### config.mk
export PLATFORM = sky130hd
export DESIGN_NAME = comparator
export DESIGN_NICKNAME = d
export VERILOG_FILES = /design/src/rtl/comparator_pkg.sv /design/src/rtl/comparator.sv
export SDC_FILE = /design/constraint.sdc
export NUM_CORES = 1
export LEC_CHECK = 0
export CAP_MARGIN = 10
export CORE_AREA = 2 2 39 41
export DETAILED_ROUTE_END_ITERATION = 7
export DIE_AREA = 0 0 41 43
export HOLD_SLACK_MARGIN = 0.06
export PLACE_DENSITY = 0.58
export SLEW_MARGIN = 0
export SYNTH_ARGS = -nofsm -noshare
export SYNTH_HDL_FRONTEND = slang
export SYNTH_SLANG_ARGS = --single-unit
### constraint.sdc
create_clock -name clk -period 1.3 [get_ports clk]
set_input_delay 0.325 -clock clk [delete_from_list [all_inputs] [get_ports clk]]
set_output_delay 0.325 -clock clk [all_outputs]
set_load 0.02 [all_outputs]
### src/rtl/comparator_pkg.sv
// Shared constants and status encoding for the bitwise-AND comparator.
// Consumers import this so they decode the same reset defaults as the block.
package comparator_pkg;

  localparam int unsigned CMP_WIDTH_DEF = 4;

  typedef struct packed {
    logic eq;
    logic any;
    logic none;
  } cmp_flags_t;

  // Reset state matches an all-zero AND result: no overlap, not equal.
  localparam logic       CMP_OUT_RST_BIT = 1'b0;
  localparam cmp_flags_t CMP_FLAGS_RST   = '{eq: 1'b0, any: 1'b0, none: 1'b1};

  function automatic cmp_flags_t cmp_flags(input logic eq, input logic any);
    return '{eq: eq, any: any, none: ~any};
  endfunction

endpackage

### src/rtl/comparator.sv
// Bitwise-AND comparator: zero-latency a & b plus a one-cycle status register.
// Ports stay flat so legacy three-port positional instances (out, a, b) still bind.
module comparator
  import comparator_pkg::*;
#(
  parameter int unsigned WIDTH = CMP_WIDTH_DEF
) (
  output logic [WIDTH-1:0] out,
  input  logic [WIDTH-1:0] a,
  input  logic [WIDTH-1:0] b,
  input  logic             clk,
  input  logic             rst,
  output logic [WIDTH-1:0] out_q,
  output logic             eq_q,
  output logic             any_q,
  output logic             none_q
);

  logic [WIDTH-1:0] and_d;
  cmp_flags_t       flags_d;
  cmp_flags_t       flags_q;

  assign and_d   = a & b;
  assign out     = and_d;
  assign flags_d = cmp_flags(a == b, |and_d);

  // Always loading; reset wins over the sample on the same edge.
  always_ff @(posedge clk) begin
    if (rst) begin
      out_q   <= {WIDTH{CMP_OUT_RST_BIT}};
      flags_q <= CMP_FLAGS_RST;
    end else begin
      out_q   <= and_d;
      flags_q <= flags_d;
    end
  end

  assign eq_q   = flags_q.eq;
  assign any_q  = flags_q.any;
  assign none_q = flags_q.none;

endmodule

Yosys cells after proc, flatten, opt, wreduce, memory -nomap -nowiden
Index checks and enable logic that the tools add are counted.
- bitwise operators: 2
- equal/unequal tests: 1
- reduce and logical (&&, ||, !) cells: 1
- operator list (operator ; count):
    $and 4x4->4 ; 1
    $eq 4x4->1 ; 1
    $reduce_or 4->1 ; 1
    $not 1->1 ; 1
- register bits after elaboration: 7
- input bits: 10
- logic and storage cells: 8
- output and inout port bits: 11

Longest topological paths before layout
Gate-level depths: netlist of the first run.
- depth in word-level cells: 3
- depth in mapped cells: 3

Least setup slack after synthesis of the first run
Ideal clock, no wire load.
- path kind: input port to flip-flop
- start: in a[0]
- end: reg flags_q, in the netlist eq_q
- cell stages on the path: 3
- required time: 1235 ps
- setup slack: 74 ps
- library setup time: 65 ps
- arrival time: 1161 ps
- cells stage by stage: ha_1 > or4_1 > nor2_1
- word-level cells in the longest chain between the ends: 1
- ends and longest elaborated chain (what ; RTL line ; text):
    from (decl) ; comparator.sv:9 ; input logic [WIDTH-1:0] a,
    $eq 4x4->1 ; comparator.sv:25 ; assign flags_d = cmp_flags(a == b, |and_d);
    to (signal assigned) ; comparator.sv:34 ; flags_q <= flags_d;
    to (decl) ; comparator.sv:21 ; cmp_flags_t flags_q;
Every way passes these cells.
A chain may end at the register's enable or synchronous reset.

Worst setup path in the final report of the first run
- start: in b[0]
- end: reg flags_q, in the netlist eq_q
- word-level cells in the longest chain between the ends: 1
- ends and longest elaborated chain (what ; RTL line ; text):
    from (decl) ; comparator.sv:10 ; input logic [WIDTH-1:0] b,
    $eq 4x4->1 ; comparator.sv:25 ;
Every way passes these cells.

==> flow_summary.rst, run 1 <==
.. list-table::
   :header-rows: 1

   * - Metric
     - Value
   * - Result of the run
     - finished, final reports clean
   * - Fin. max-slew vios
     - 0
   * - GR Util met1
     - 0.0647
   * - Number of standard cells in the layout, taps in and fillers out
     - 65
   * - Capturing element type of the critical path
     - flop
   * - Initial Utilization
     - 0.175
   * - Routing usage on met3
     - 0.0105
   * - Data required time at the worst endpoint
     - 1.49 ns
   * - Met2 usage in global routing
     - 0.144
   * - Number of buffers created by CTS
     - 3
   * - Clock net sink count
     - 7
   * - Die Y-Extent
     - 43 um
   * - Logic depth of the worst path, buffers included
     - 4
   * - Number of enable-type register cells in the synthesized netlist
     - 0
   * - Yosys warnings
     - 0
   * - Measured slew at the worst slew-check pin
     - approximately 0.33 ns
   * - Total area of multi-input combinational cells
     - ~130 um^2
   * - Vias in the first global route
     - about 260
   * - Kind of critical path
     - input pin to flop
   * - I/O pin cnt
     - 21
   * - FILL cells
     - about 150
   * - Gate family responsible for the most delay along the worst path
     - simple AND/OR/NAND/NOR gates
   * - Proportion of power drawn by combinational gates
     - 0.220
   * - Synth Cell Area
     - around 240 um^2
   * - GRT Total Usage
     - 0.0835
   * - Sequential Area
     - 140 um^2
   * - Cell taking the most area after synthesis
     - sky130_fd_sc_hd__dfxtp_1
   * - Peak per-stage delay on the critical path
     - 0.55 ns
   * - Post-synthesis cell count
     - 20
   * - Routed wire length per instance
     - 9.57 um
   * - Largest cells by area after synthesis
     - sky130_fd_sc_hd__dfxtp_1 (58%), sky130_fd_sc_hd__ha_1 (21%), sky130_fd_sc_hd__nor2b_1 (10%)
   * - Worst-case vdd ir drop
     - 0.242 mV
   * - Worst-path cell chain
     - dlygate4sd2_1 > ha_1 > or4_4 > nor2_4
   * - Power density of the placed cells
     - 998 nW/um^2
   * - Core Box Area
     - 1380 um^2
   * - Worst rel slew slack
     - 0.780
   * - Clock root buffer master
     - sky130_fd_sc_hd__clkbuf_4
   * - RSZ-0062 raised after global routing
     - no
   * - Cell internal pwr
     - 406 uW
   * - Via-per-instance ratio
     - 3.83
   * - Cell total after placement
     - 61
   * - Hold-critical path depth
     - 3
   * - Fraction of final layout cells with drive strength greater than 1
     - 0.367
   * - Clock group share of total power
     - 0.354
   * - Hold crit path type
     - input pin to flop
   * - Ant. Diodes
     - 0
   * - Maximum achievable frequency
     - 0.788 GHz
   * - Wire length of the first global-routing pass
     - 938 um
   * - NetSw
     - 130 uW
   * - Synthesized flop and latch total
     - 7
   * - Final Routed Wirelength
     - roughly 620 um
   * - Critical Path AT
     - 1.46 ns
   * - Clock transition at the register clock pins on the worst setup and hold paths after CTS
     - 0.05 ns
   * - CTS tree
     - done
   * - Cell with the most instances after synthesis
     - sky130_fd_sc_hd__dfxtp_1
   * - Static Leak
     - 0.000263 uW
   * - Global route total overflow
     - 0
   * - Worst hold slack
     - approximately 0.54 ns
   * - Share of flip-flops with an asynchronous set or reset after synthesis
     - 0
   * - Layout area overhead
     - 121%
   * - Count of H-tree levels built during CTS
     - 1
   * - DRC violation count after routing
     - 0
   * - Period minus WS final
     - 1.27 ns
   * - Site row count
     - 14
   * - Crit path max-delay cell type
     - sky130_fd_sc_hd__or4_4
   * - Net count of the mapped netlist
     - 34
   * - Number of buffer and inverter stages on the critical path
     - 1
   * - Dominant register cell in the synthesized netlist
     - sky130_fd_sc_hd__dfxtp_1
   * - Critical Path Start Type
     - input pin
   * - Unique cell type count in the Yosys netlist
     - 7
   * - Number of maximum-capacitance violations
     - 0
   * - Fraction of power spent switching nets
     - 0.242
   * - HPWL reported at the end of detailed placement
     - between 400 and 500 um
   * - Flop pwr share
     - 0.426
   * - Buffers on Ports
     - 20
   * - Share of synthesized area occupied by flip-flops and latches
     - 0.577
   * - List of most frequent post-synthesis cells
     - sky130_fd_sc_hd__dfxtp_1 (7), sky130_fd_sc_hd__ha_1 (4), sky130_fd_sc_hd__nor2b_1 (4), sky130_fd_sc_hd__nor2_1 (2)
   * - Count of endpoints failing hold in the final timing report
     - 0
   * - Violation count after the first detailed-route iteration
     - 6
   * - Initial antenna violation count
     - 0
   * - Average footprint of a synthesized cell
     - ~12 um^2
   * - Die Span X
     - 41 um
   * - RePlAce Congestion
     - 0.591
   * - DRT antenna net count
     - 0
   * - Clock tree buffer depth
     - 2
   * - Crit share post-route
     - 0.977
   * - Most used routing layer in global routing
     - met2
   * - Setup violations, final
     - 0
   * - Total Die Area
     - 1760 um^2
   * - Post-CTS setup-driven buffer insertion count
     - 0
   * - Post-layout nets
     - 64
   * - Total number of vias
     - approximately 250
   * - Largest fanout on the critical path
     - 1
   * - Maximum number of pins on one net before global-route repair
     - 7
   * - Yosys top cell area share
     - 0.577
   * - Cts-stage hold buffer count
     - 0
   * - 1st-pass router iterations
     - 4
metrics by stage:
| stage | power, uW | util | setup TNS, ns | area, um^2 | setup slack, ns |
|---|---|---|---|---|---|
| after global placement | 353 | 0.362 | -3.40 | 500 | -0.593 |
| final | 536 | 0.388 | 0 | 537 | 0.0305 |
| after CTS | 547 | 0.387 | 0 | 536 | 0.0111 |
| after floorplan | 277 | - | 0 | 243 | 0.0740 |
| after global routing | 564 | 0.388 | 0 | 537 | 0.00383 |
| after detailed placement | 354 | 0.362 | -3.50 | 500 | -0.599 |
path summary, 6_finish.rpt:
path / from / endpoint / slack, ns
worst max-delay path: b[0] / eq_q / 0.03
worst min-delay path: a[1] / eq_q / 0.54
routing by layer:
layer / part of all wire / vias up
met3: 0.10 / 0
met5: 0 / -
met2: 0.61 / 15
met4: 0 / 0
met1: 0.29 / 109
li1: - / 125
cells by family after synthesis:
group | after synthesis | synth area share
and+or+nand+nor | 9 | 0.217
DFF | 7 | 0.577
adders and majority gates | 4 | 0.206
final cells by class:
| cell class | instances | share of cell area |
|---|---|---|
| Clock buffer | 4 | 0.0490 |
| Tap cell | 16 | 0.0373 |
| Multi-Input combinational cell | 13 | 0.245 |
| Timing Repair Buffer | 25 | 0.408 |
| Sequential cell | 7 | 0.261 |
what timing repair did:
item                       CTS  global route
pin swaps                    6             3
hold endpoints to repair     0             0
gates resized for setup     44             1
setup endpoints to repair   14             1
sequential cells by signal, indices dropped and copies added, names as in the netlist:
register	count
out_q	4
any_q	1
eq_q	1
none_q	1
cells in the final DEF (no fill, tap or decap), drive strengths merged, types with 2 or more instances in the layout:
cell type,Yosys,final
buf,0,9
clkbuf,0,4
dfxtp,7,7
dlygate4sd2,0,14
ha,4,4
nor2,2,2
nor2b,4,4
power groups by stage:
stage	Clock [uW]	Combinational [uW]	Sequential [uW]
CTS	201	118	228
floorplan	0	30.0	247
global route	206	129	229
detailed placement	0	121	233
finish	190	118	228
global placement	0	120	232
No activity file was read; power rests on OpenSTA's default activity.
==> inputs of run 2 (changes only) <==
--- a/config.mk
+++ b/config.mk
@@ -11,6 +11,7 @@
 export DIE_AREA = 0 0 41 43
 export HOLD_SLACK_MARGIN = 0.06
 export PLACE_DENSITY = 0.58
+export REMOVE_ABC_BUFFERS = 1
 export SLEW_MARGIN = 0
 export SYNTH_ARGS = -nofsm -noshare
 export SYNTH_HDL_FRONTEND = slang
==> results of run 2 <==
No change in the layout: final DEF, timing and power equal those of run 1.
==> inputs of run 3 (changes only) <==
--- a/config.mk
+++ b/config.mk
@@ -12,6 +12,7 @@
 export HOLD_SLACK_MARGIN = 0.06
 export PLACE_DENSITY = 0.58
 export REMOVE_ABC_BUFFERS = 1
+export SKIP_LAST_GASP = 1
 export SLEW_MARGIN = 0
 export SYNTH_ARGS = -nofsm -noshare
 export SYNTH_HDL_FRONTEND = slang
==> results of run 3 <==
No change in the layout: final DEF, timing and power equal those of run 1.
